File: src/rtl/uart_pkg.sv
// Shared UART definitions: frame width, default RX buffer depth, rx/tx FSM states.
package uart_pkg;

    localparam int UART_DATA_SIZE     = 8;
    localparam int UART_RX_FIFO_DEPTH = 16;

    typedef enum logic [1:0] {
        RX_IDLE  = 2'd0,
        RX_START = 2'd1,
        RX_DATA  = 2'd2,
        RX_STOP  = 2'd3
    } uart_rx_state_e;

    typedef enum logic [1:0] {
        TX_IDLE  = 2'd0,
        TX_START = 2'd1,
        TX_DATA  = 2'd2,
        TX_STOP  = 2'd3
    } uart_tx_state_e;

endpackage

File: src/rtl/uart_fifo_mem.sv
// Storage array for the RX FIFO: synchronous write, asynchronous (show-ahead) read.
module uart_fifo_mem
    import uart_pkg::*;
#(
    parameter int DATA_W = UART_DATA_SIZE,
    parameter int DEPTH  = UART_RX_FIFO_DEPTH,
    localparam int ADDR_W = $clog2(DEPTH)
) (
    input  logic              clk,
    input  logic              we,
    input  logic [ADDR_W-1:0] waddr,
    input  logic [DATA_W-1:0] wdata,
    input  logic [ADDR_W-1:0] raddr,
    output logic [DATA_W-1:0] rdata
);

    logic [DATA_W-1:0] mem [DEPTH];

    // Write port; contents are intentionally not reset.
    always_ff @(posedge clk) begin
        if (we) mem[waddr] <= wdata;
    end

    assign rdata = mem[raddr];

endmodule

File: src/rtl/uart_rx_fifo.sv
// UART receive buffer: show-ahead FIFO with ready/valid output, sticky overrun
// and frame-error status, and a fill-level interrupt.
module uart_rx_fifo
    import uart_pkg::*;
#(
    parameter int DATA_W = UART_DATA_SIZE,
    parameter int DEPTH  = UART_RX_FIFO_DEPTH,
    localparam int ADDR_W = $clog2(DEPTH)
) (
    input  logic              clk,
    input  logic              rst_n,
    input  logic [DATA_W-1:0] rx_data_i,
    input  logic              rx_valid_i,
    input  logic              rx_frame_err_i,
    input  logic              flush_i,
    input  logic              clr_err_i,
    input  logic [ADDR_W:0]   thresh_i,
    output logic [DATA_W-1:0] data_o,
    output logic              valid_o,
    input  logic              ready_i,
    output logic [ADDR_W:0]   count_o,
    output logic              empty_o,
    output logic              full_o,
    output logic              overrun_o,
    output logic              frame_err_o,
    output logic              irq_o
);

    logic [ADDR_W:0] wr_ptr, rd_ptr, count_q;
    logic [ADDR_W:0] wr_ptr_d, rd_ptr_d, count_d;
    logic            overrun_q, frame_err_q;
    logic            good_byte, pop, push, ovr_evt;

    // Status decoded straight from the pointers so it tracks them exactly.
    assign empty_o = (wr_ptr == rd_ptr);
    assign full_o  = (wr_ptr[ADDR_W] != rd_ptr[ADDR_W]) &&
                     (wr_ptr[ADDR_W-1:0] == rd_ptr[ADDR_W-1:0]);
    assign valid_o = !empty_o;

    // A frame error on the same cycle as a valid pulse drops the byte.
    assign good_byte = rx_valid_i && !rx_frame_err_i && !flush_i;
    assign pop       = valid_o && ready_i && !flush_i;
    assign push      = good_byte && (!full_o || pop);
    assign ovr_evt   = good_byte && full_o && !pop;

    // Next pointer / count state; flush collapses the FIFO and beats push/pop.
    always_comb begin
        wr_ptr_d = wr_ptr;
        rd_ptr_d = rd_ptr;
        count_d  = count_q;
        if (flush_i) begin
            rd_ptr_d = wr_ptr;
            count_d  = '0;
        end else begin
            if (push) wr_ptr_d = wr_ptr + 1'b1;
            if (pop)  rd_ptr_d = rd_ptr + 1'b1;
            if (push && !pop)      count_d = count_q + 1'b1;
            else if (pop && !push) count_d = count_q - 1'b1;
        end
    end

    // Pointer, count and sticky flag registers; a set event beats clear.
    always_ff @(posedge clk) begin
        if (!rst_n) begin
            wr_ptr      <= '0;
            rd_ptr      <= '0;
            count_q     <= '0;
            overrun_q   <= 1'b0;
            frame_err_q <= 1'b0;
        end else begin
            wr_ptr      <= wr_ptr_d;
            rd_ptr      <= rd_ptr_d;
            count_q     <= count_d;
            overrun_q   <= (overrun_q   && !clr_err_i) || ovr_evt;
            frame_err_q <= (frame_err_q && !clr_err_i) || rx_frame_err_i;
        end
    end

    assign count_o     = count_q;
    assign overrun_o   = overrun_q;
    assign frame_err_o = frame_err_q;
    assign irq_o       = (thresh_i != '0) && (count_q >= thresh_i);

    uart_fifo_mem #(
        .DATA_W (DATA_W),
        .DEPTH  (DEPTH)
    ) u_mem (
        .clk   (clk),
        .we    (push),
        .waddr (wr_ptr[ADDR_W-1:0]),
        .wdata (rx_data_i),
        .raddr (rd_ptr[ADDR_W-1:0]),
        .rdata (data_o)
    );

endmodule
File: config.mk
export PLATFORM = sky130hd
export DESIGN_NAME = uart_rx_fifo
export DESIGN_NICKNAME = d
export VERILOG_FILES = /design/src/rtl/uart_pkg.sv /design/src/rtl/uart_fifo_mem.sv /design/src/rtl/uart_rx_fifo.sv
export SDC_FILE = /design/constraint.sdc
export NUM_CORES = 1
export LEC_CHECK = 0
export ABC_AREA = 1
export BUFFER_PORTS_ARGS = -buffer_cell sky130_fd_sc_hd__buf_2
export CORE_MARGIN = 4
export CORE_UTILIZATION = 40
export DETAILED_ROUTE_END_ITERATION = 8
export PLACE_DENSITY = 0.6
export SYNTH_ARGS = -nofsm -noshare
export SYNTH_HDL_FRONTEND = slang
export SYNTH_HIERARCHICAL = 1
export SYNTH_SLANG_ARGS = --single-unit
File: constraint.sdc
create_clock -name clk -period 4.7 [get_ports clk]
set_input_delay 0.235 -clock clk [delete_from_list [all_inputs] [get_ports clk]]
set_output_delay 0.235 -clock clk [all_outputs]
set_load 0.005 [all_outputs]
---- Word level (Yosys, flattened, before mapping) ----
Memories as Yosys holds them, arrays and structs flattened. A register that Yosys moved wholly into a read port is not among the register bits.
Index checks and enable logic that the tools add are counted.
storage, ports and cells
  register bits after elaboration ......... 17
  bits in writable memories ............... 128
  bits of input ports ..................... 20
  memories ................................ 1
memories
  memory     words  bits a word  rd ports  clocked after memory_dff  write ports  RTL line             source
  u_mem.mem  16     8            1         1                         1            uart_fifo_mem.sv:17  logic [DATA_W-1:0] mem [DEPTH];
cells by class
  $add $sub $neg .......................... 4
  $lt $le $gt $ge ......................... 1
  eq/ne operators ......................... 3
  multiplexer cells ....................... 8
  bitwise operators ....................... 2
  reductions and logical operators ........ 28
operator list
  kind                                              count
  2-to-1 mux 5 bit                                  4
  adder 5 x 1 -> 5 bit, second input constant       3
  logical AND 1 bit                                 13
  2-to-1 mux 4 bit                                  2
  zero test 1 bit                                   7
  == test 5 bit                                     1
  greater-or-equal comparator 5 bit                 1
  nonzero test 5 bit                                1
  subtractor 5 x 1 -> 5 bit, second input constant  1
  == test 4 bit                                     1
  nonzero test 2 bit                                2
  logical OR 1 bit                                  3
  2-to-1 mux 1 bit                                  2
  inverter 1 bit                                    2
  AND reduction 2 bit                               1
  OR reduction 2 bit                                1
  != test 1 bit                                     1

---- Logic depth before layout (Yosys ltp) ----
  depth after elaboration ................. 10
  mapped depth ............................ 18
  depth with buffers taken out ............ 17

---- By module ----
The synthesis kept the hierarchy.
by module, submodules not included
  module         times used  cells an instance  area an instance (µm²)  seq. area each (µm²)
  uart_fifo_mem  1           543                5606.6                  3843.7
  uart_rx_fifo   1           176                1231.2                  340.3

---- Worst setup path after synthesis ----
Ideal clock, no wire load.
  path kind ............................... reg-to-reg
  start point ............................. reg wr_ptr[2]
  end point ............................... reg count_q[4], in the netlist count_o[4]
  data arrival time ....................... 2360 ps
  required time ........................... 4630 ps
  setup slack ............................. 2270 ps
  cell stages (with the launch flop) ...... 18
  buffers on the path ..................... 1
  clock period less this slack ............ 2430 ps
  path through ............................ dfxtp_1 buf_2 inv_1 nand2_1 nand2_1 nor2_2 nand2_2 nor2_1 inv_1 nand3_1 ha_1 inv_1 ha_1 a21oi_1 o21a_1 xor2_1 nand2_1 a21oi_1
between the ends
  cells in the longest elaborated chain, start to end .. 9
  elaborated cells between the ends (all ways) .. 15
  those cells by class .................... eq/ne (2); mux (1); reduce/logical (12)
ends and longest elaborated chain
  element                              RTL line            source
  from (decl)                          uart_rx_fifo.sv:29  logic [ADDR_W:0] wr_ptr, rd_ptr, count_q;
  from (signal assigned)               uart_rx_fifo.sv:71  wr_ptr <= wr_ptr_d;
  == test 5 bit (*)                    uart_rx_fifo.sv:35  assign empty_o = (wr_ptr == rd_ptr);
  net empty_o                          uart_rx_fifo.sv:22  output logic empty_o,
  zero test 1 bit (*)                  uart_rx_fifo.sv:38  assign valid_o = !empty_o;
  net valid_o                          uart_rx_fifo.sv:19  output logic valid_o,
  logical AND 1 bit (*) (2 in a row)   uart_rx_fifo.sv:42  assign pop = valid_o && ready_i && !flush_i;
  logical OR 1 bit                     uart_rx_fifo.sv:43  assign push = good_byte && (!full_o || pop);
  logical AND 1 bit                    uart_rx_fifo.sv:43
  zero test 1 bit                      uart_rx_fifo.sv:58  else if (pop && !push) count_d = count_q - 1'b1;
  logical AND 1 bit                    uart_rx_fifo.sv:58
  nonzero test 2 bit (no source line)  -
  to (signal assigned)                 uart_rx_fifo.sv:73  count_q <= count_d;
  to (decl)                            uart_rx_fifo.sv:29
Mark *: on every way through the listed nets, which the timed path passes. The rest lies on a longest branch.
A chain may end at the register's enable or synchronous reset.

==> impl_metrics.prom <==
# TYPE chip_impl_metric gauge
chip_impl_metric{name="placedInstanceArea",unit="um2"} 7150
chip_impl_metric{name="die_width",unit="um"} 139
chip_impl_info{name="synth_top_flop_cell",value="sky130_fd_sc_hd__edfxtp_1"} 1
chip_impl_metric{name="swShare",unit="%"} 22.4
chip_impl_metric{name="drc_errors",unit=""} 0
chip_impl_metric{name="r2r_slack",unit="ns"} 1.77
chip_impl_metric{name="synth-edff-count",unit=""} 128
chip_impl_metric{name="dp.cells",unit=""} 953
chip_impl_metric{name="antenna_cells_inserted",unit=""} 0
chip_impl_metric{name="multi_input_combinational_cell_area",unit="um2"} 1980
chip_impl_metric{name="post_cts.resized_instances",unit=""} 0
chip_impl_metric{name="synth_area",unit="um2"} 6840
chip_impl_metric{name="portBuffers",unit=""} 38
chip_impl_metric{name="grt_start_max_net_pins",unit=""} 65
chip_impl_info{name="grt_setup_unrepaired",value="false"} 1
chip_impl_metric{name="synth_area_per_cell",unit="um2"} 9.51
chip_impl_info{name="hold_path.class",value="primary input to register"} 1
chip_impl_metric{name="min_period_over_period",unit="%"} 63.1
chip_impl_metric{name="slew-limit-headroom",unit="%"} 25.0
chip_impl_metric{name="effective_utilization_at_floorplan",unit="%"} 41.1
chip_impl_metric{name="finalSetupViolations",unit=""} 0
chip_impl_metric{name="peakVddDrop",unit="V"} 0.000251
chip_impl_info{name="yosys-top-cells-area",value="sky130_fd_sc_hd__edfxtp_1 56%, sky130_fd_sc_hd__nand2_1 12%, sky130_fd_sc_hd__nand3_1 8.1%, sky130_fd_sc_hd__inv_1 7.1%, sky130_fd_sc_hd__dfxtp_1 5.0%"} 1
chip_impl_metric{name="routed_via_density",unit=""} 4.90
chip_impl_metric{name="comb_power_share",unit="%"} 7.1
chip_impl_metric{name="finalWeightedCongestion",unit=""} 0.912
chip_impl_metric{name="seq_area",unit="um2"} 4190
chip_impl_metric{name="synth.yosys.seq_area_share",unit="%"} 61.2
chip_impl_info{name="critical_path_top_delay_cell",value="sky130_fd_sc_hd__dfxtp_2"} 1
chip_impl_metric{name="postSynthRegisterBits",unit=""} 145
chip_impl_info{name="clk_root_buf",value="sky130_fd_sc_hd__clkbuf_16"} 1
chip_impl_metric{name="grt_util_all_layers",unit="%"} 16.8
chip_impl_metric{name="clock_pin_slew_worst_setup_and_hold_paths",unit="ns"} 0.06
chip_impl_metric{name="totalNegativeSetupSlack",unit="ns"} 0
chip_impl_info{name="worstSetupEndpointType",value="output port"} 1
chip_impl_metric{name="io_pins",unit=""} 39
chip_impl_metric{name="via_count",unit=""} 4823
chip_impl_metric{name="p_switching",unit="W"} 0.000681
chip_impl_metric{name="critical_path_required",unit="ns"} 4.47
chip_impl_metric{name="clk_latency",unit="ns"} 0.42
chip_impl_metric{name="cp_data_arrival_time",unit="ns"} 2.73
chip_impl_metric{name="asyncSetResetFlopFracSynth",unit="%"} 0
chip_impl_metric{name="antenna_violations_before_repair",unit=""} 0
chip_impl_info{name="synth.top_cells.by_count",value="210 x sky130_fd_sc_hd__nand2_1, 129 x sky130_fd_sc_hd__inv_1, 128 x sky130_fd_sc_hd__edfxtp_1"} 1
chip_impl_metric{name="detailedRoute.firstPassIterationCount",unit=""} 5
chip_impl_metric{name="cts_made_buffers",unit=""} 17
chip_impl_info{name="critical_path.reg2reg.startpoint",value="rd_ptr[0]"} 1
chip_impl_metric{name="final_cells",unit=""} 985
chip_impl_metric{name="share_seq_of_total_power",unit="%"} 46.8
chip_impl_metric{name="fmax",unit="GHz"} 0.337
chip_impl_metric{name="critical_path_peak_fanout",unit=""} 64
chip_impl_info{name="crit_type",value="register to output port"} 1
chip_impl_info{name="worst_path_most_repeated_cell",value="sky130_fd_sc_hd__nand3_1"} 1
chip_impl_metric{name="chipHeight",unit="um"} 139
chip_impl_metric{name="power-per-cell-area",unit="nW/um2"} 392
chip_impl_metric{name="layout.cell_area.non_filler",unit="um2"} 7770
chip_impl_info{name="status",value="completed"} 1
chip_impl_metric{name="total_power",unit="W"} 0.00304
chip_impl_metric{name="mappedNetlistNets",unit=""} 751
chip_impl_metric{name="wire_per_inst",unit="um"} 15.9
chip_impl_metric{name="dp_worst_setup_slack",unit="ns"} 1.78
chip_impl_metric{name="synth_top_area_share",unit="%"} 56.2
chip_impl_metric{name="die_area",unit="um2"} 19300
chip_impl_metric{name="yosysWarningCount",unit=""} 6
chip_impl_metric{name="cellLeakagePower",unit="nW"} 3.33
chip_impl_metric{name="final_layout_size_suffix_gt1_share",unit="%"} 10.8
chip_impl_metric{name="ys_types",unit=""} 27
chip_impl_metric{name="cts_buffer_depth",unit=""} 2
chip_impl_metric{name="place.detailed.hpwl",unit="um"} 9890
chip_impl_info{name="cp_cell_sequence",value="inv_2, nand2_1, nand3_1, nand3_1, nand3_1, nand2_1, buf_2"} 1
chip_impl_metric{name="areaGrowthSynthToFinish",unit="%"} 13.6
chip_impl_metric{name="grt_pass1_wl",unit="um"} 25500
chip_impl_metric{name="number_of_global_route_vias_before_repair",unit=""} 4864
chip_impl_metric{name="post_synth_inst_count",unit=""} 719
chip_impl_metric{name="finalHoldViolCount",unit=""} 0
chip_impl_info{name="cell_taking_the_most_area_after_synthesis",value="sky130_fd_sc_hd__edfxtp_1"} 1
chip_impl_metric{name="drt_iter0_drc",unit=""} 455
chip_impl_metric{name="period_needed",unit="ns"} 2.96
chip_impl_metric{name="cap_violations",unit=""} 0
chip_impl_metric{name="clockPowerShare",unit="%"} 46.1
chip_impl_metric{name="cts.sink_count",unit=""} 145
chip_impl_info{name="regToRegEndpoint",value="count_o[4]"} 1
chip_impl_metric{name="timing.reg2reg.worst_path_depth",unit=""} 13
chip_impl_metric{name="grt.overflow.total",unit=""} 0
chip_impl_metric{name="timing.final.ws_setup",unit="ns"} 1.74
chip_impl_metric{name="coreArea",unit="um2"} 16600
chip_impl_metric{name="drt_wl_total",unit="um"} 15700
chip_impl_info{name="clock_tree_from_tritoncts",value="built"} 1
chip_impl_metric{name="rows",unit=""} 47
chip_impl_info{name="worst_setup_path_startpoint",value="rd_ptr[0]"} 1
chip_impl_metric{name="post_cts.repair.setup_buffers",unit=""} 0
chip_impl_metric{name="fill_cells",unit=""} 1553
chip_impl_info{name="timing.critical_path.to",value="data_o[1]"} 1
chip_impl_info{name="yosysMostFrequentCell",value="sky130_fd_sc_hd__nand2_1"} 1
chip_impl_metric{name="detail-route-antenna-nets",unit=""} 0
chip_impl_metric{name="pins_over_their_slew_limit",unit=""} 0
chip_impl_metric{name="post_route_skew",unit="ns"} 0.00606
chip_impl_metric{name="cellInternalPower",unit="W"} 0.00236
chip_impl_metric{name="cts_htree_levels",unit=""} 4
chip_impl_info{name="critPathLaunchType",value="register"} 1
chip_impl_metric{name="cts_hold_buf",unit=""} 0
chip_impl_metric{name="worst_stage_delay_on_the_critical_path",unit="ns"} 0.78
chip_impl_metric{name="fin_nets",unit=""} 784
chip_impl_metric{name="worst_pin_slew",unit="ns"} 1.12
cells by family after synthesis:
group,synth area share (%)
compound gates,2.64
xor+xnor,1.65
fa+ha+maj,2.31
buf+inv,9.86
flops,61.2
simple gates,22.4
worst min-delay path by stage:
| stage | startpoint | cells after the start | endpoint | slack, ns |
|---|---|---|---|---|
| after floorplan | rx_data_i[0] | 0 | u_mem/mem[0][0] | 0.33 |
| final | rst_n | 3 | wr_ptr[1] | 0.06 |
| after detailed placement | overrun_o | 2 | overrun_o | 0.48 |
| after CTS | rst_n | 3 | wr_ptr[1] | 0.05 |
| after global placement | frame_err_o | 2 | frame_err_o | 0.45 |
| after global routing | rst_n | 3 | wr_ptr[1] | 0.06 |
metrics by stage:
| stage | hold WS (ns) | utilization (%) |
|---|---|---|
| 3_3_place_gp | 0.449 | 43.0 |
| 3_5_place_dp | 0.476 | 43.0 |
| 5_1_grt | 0.0558 | 46.7 |
| 6_report | 0.0595 | 46.7 |
| 4_1_cts | 0.0455 | 46.7 |
| 2_1_floorplan | 0.334 | - |
routing by layer:
metal | part of all wire, % | wire [um] | up-vias | track usage (%)
li1 | - | - | 2372 | -
met1 | 45 | 7080 | 2269 | 22.3
met2 | 47 | 7450 | 162 | 27.5
met3 | 5.7 | 890 | 20 | 4.07
met4 | 1.7 | 262 | 0 | 5.41
met5 | 0 | 0 | - | 0
worst max-delay path: cells and delay by family, from the launching register on:
kind          cells  cell delay (ns)
flops             1             0.78
buf+inv           2             0.76
simple gates      5             0.73
sequential cells by signal, summed over array words and instances, names as in the netlist:
| signal | count |
|---|---|
| count_o | 5 |
| frame_err_o | 1 |
| overrun_o | 1 |
| rd_ptr | 5 |
| u_mem/mem | 128 |
| wr_ptr | 5 |
layout make-up:
| cell class | instances | share of cell area [%] |
|---|---|---|
| timing repair buffer | 41 | 2.74 |
| clock inverter | 14 | 2.45 |
| sequential | 145 | 53.9 |
| clock buffer | 18 | 5.53 |
| inverter | 132 | 6.38 |
| multi-input combinational | 415 | 25.5 |
| tap | 220 | 3.54 |
power groups by stage:
stage,sequential (W),combinational [W],clock [W]
6_report,0.00142,0.000216,0.00140
5_1_grt,0.00142,0.000245,0.00148
4_1_cts,0.00142,0.000218,0.00142
3_5_place_dp,0.00145,0.000216,0
3_3_place_gp,0.00145,0.000212,0
2_1_floorplan,0.00144,0.000146,0
cells in the final DEF (no fill, tap or decap), types with 7 or more instances in the layout:
master	count
sky130_fd_sc_hd__o21ai_0	9
sky130_fd_sc_hd__a21oi_1	17
sky130_fd_sc_hd__buf_2	38
sky130_fd_sc_hd__dfxtp_1	16
sky130_fd_sc_hd__inv_1	129
sky130_fd_sc_hd__edfxtp_1	128
sky130_fd_sc_hd__nand2_1	210
sky130_fd_sc_hd__xor2_1	7
sky130_fd_sc_hd__ha_1	11
sky130_fd_sc_hd__nor2_1	32
sky130_fd_sc_hd__clkinvlp_4	7
sky130_fd_sc_hd__clkbuf_16	17
sky130_fd_sc_hd__nand3_1	111
No activity file was read; power rests on OpenSTA's default activity.
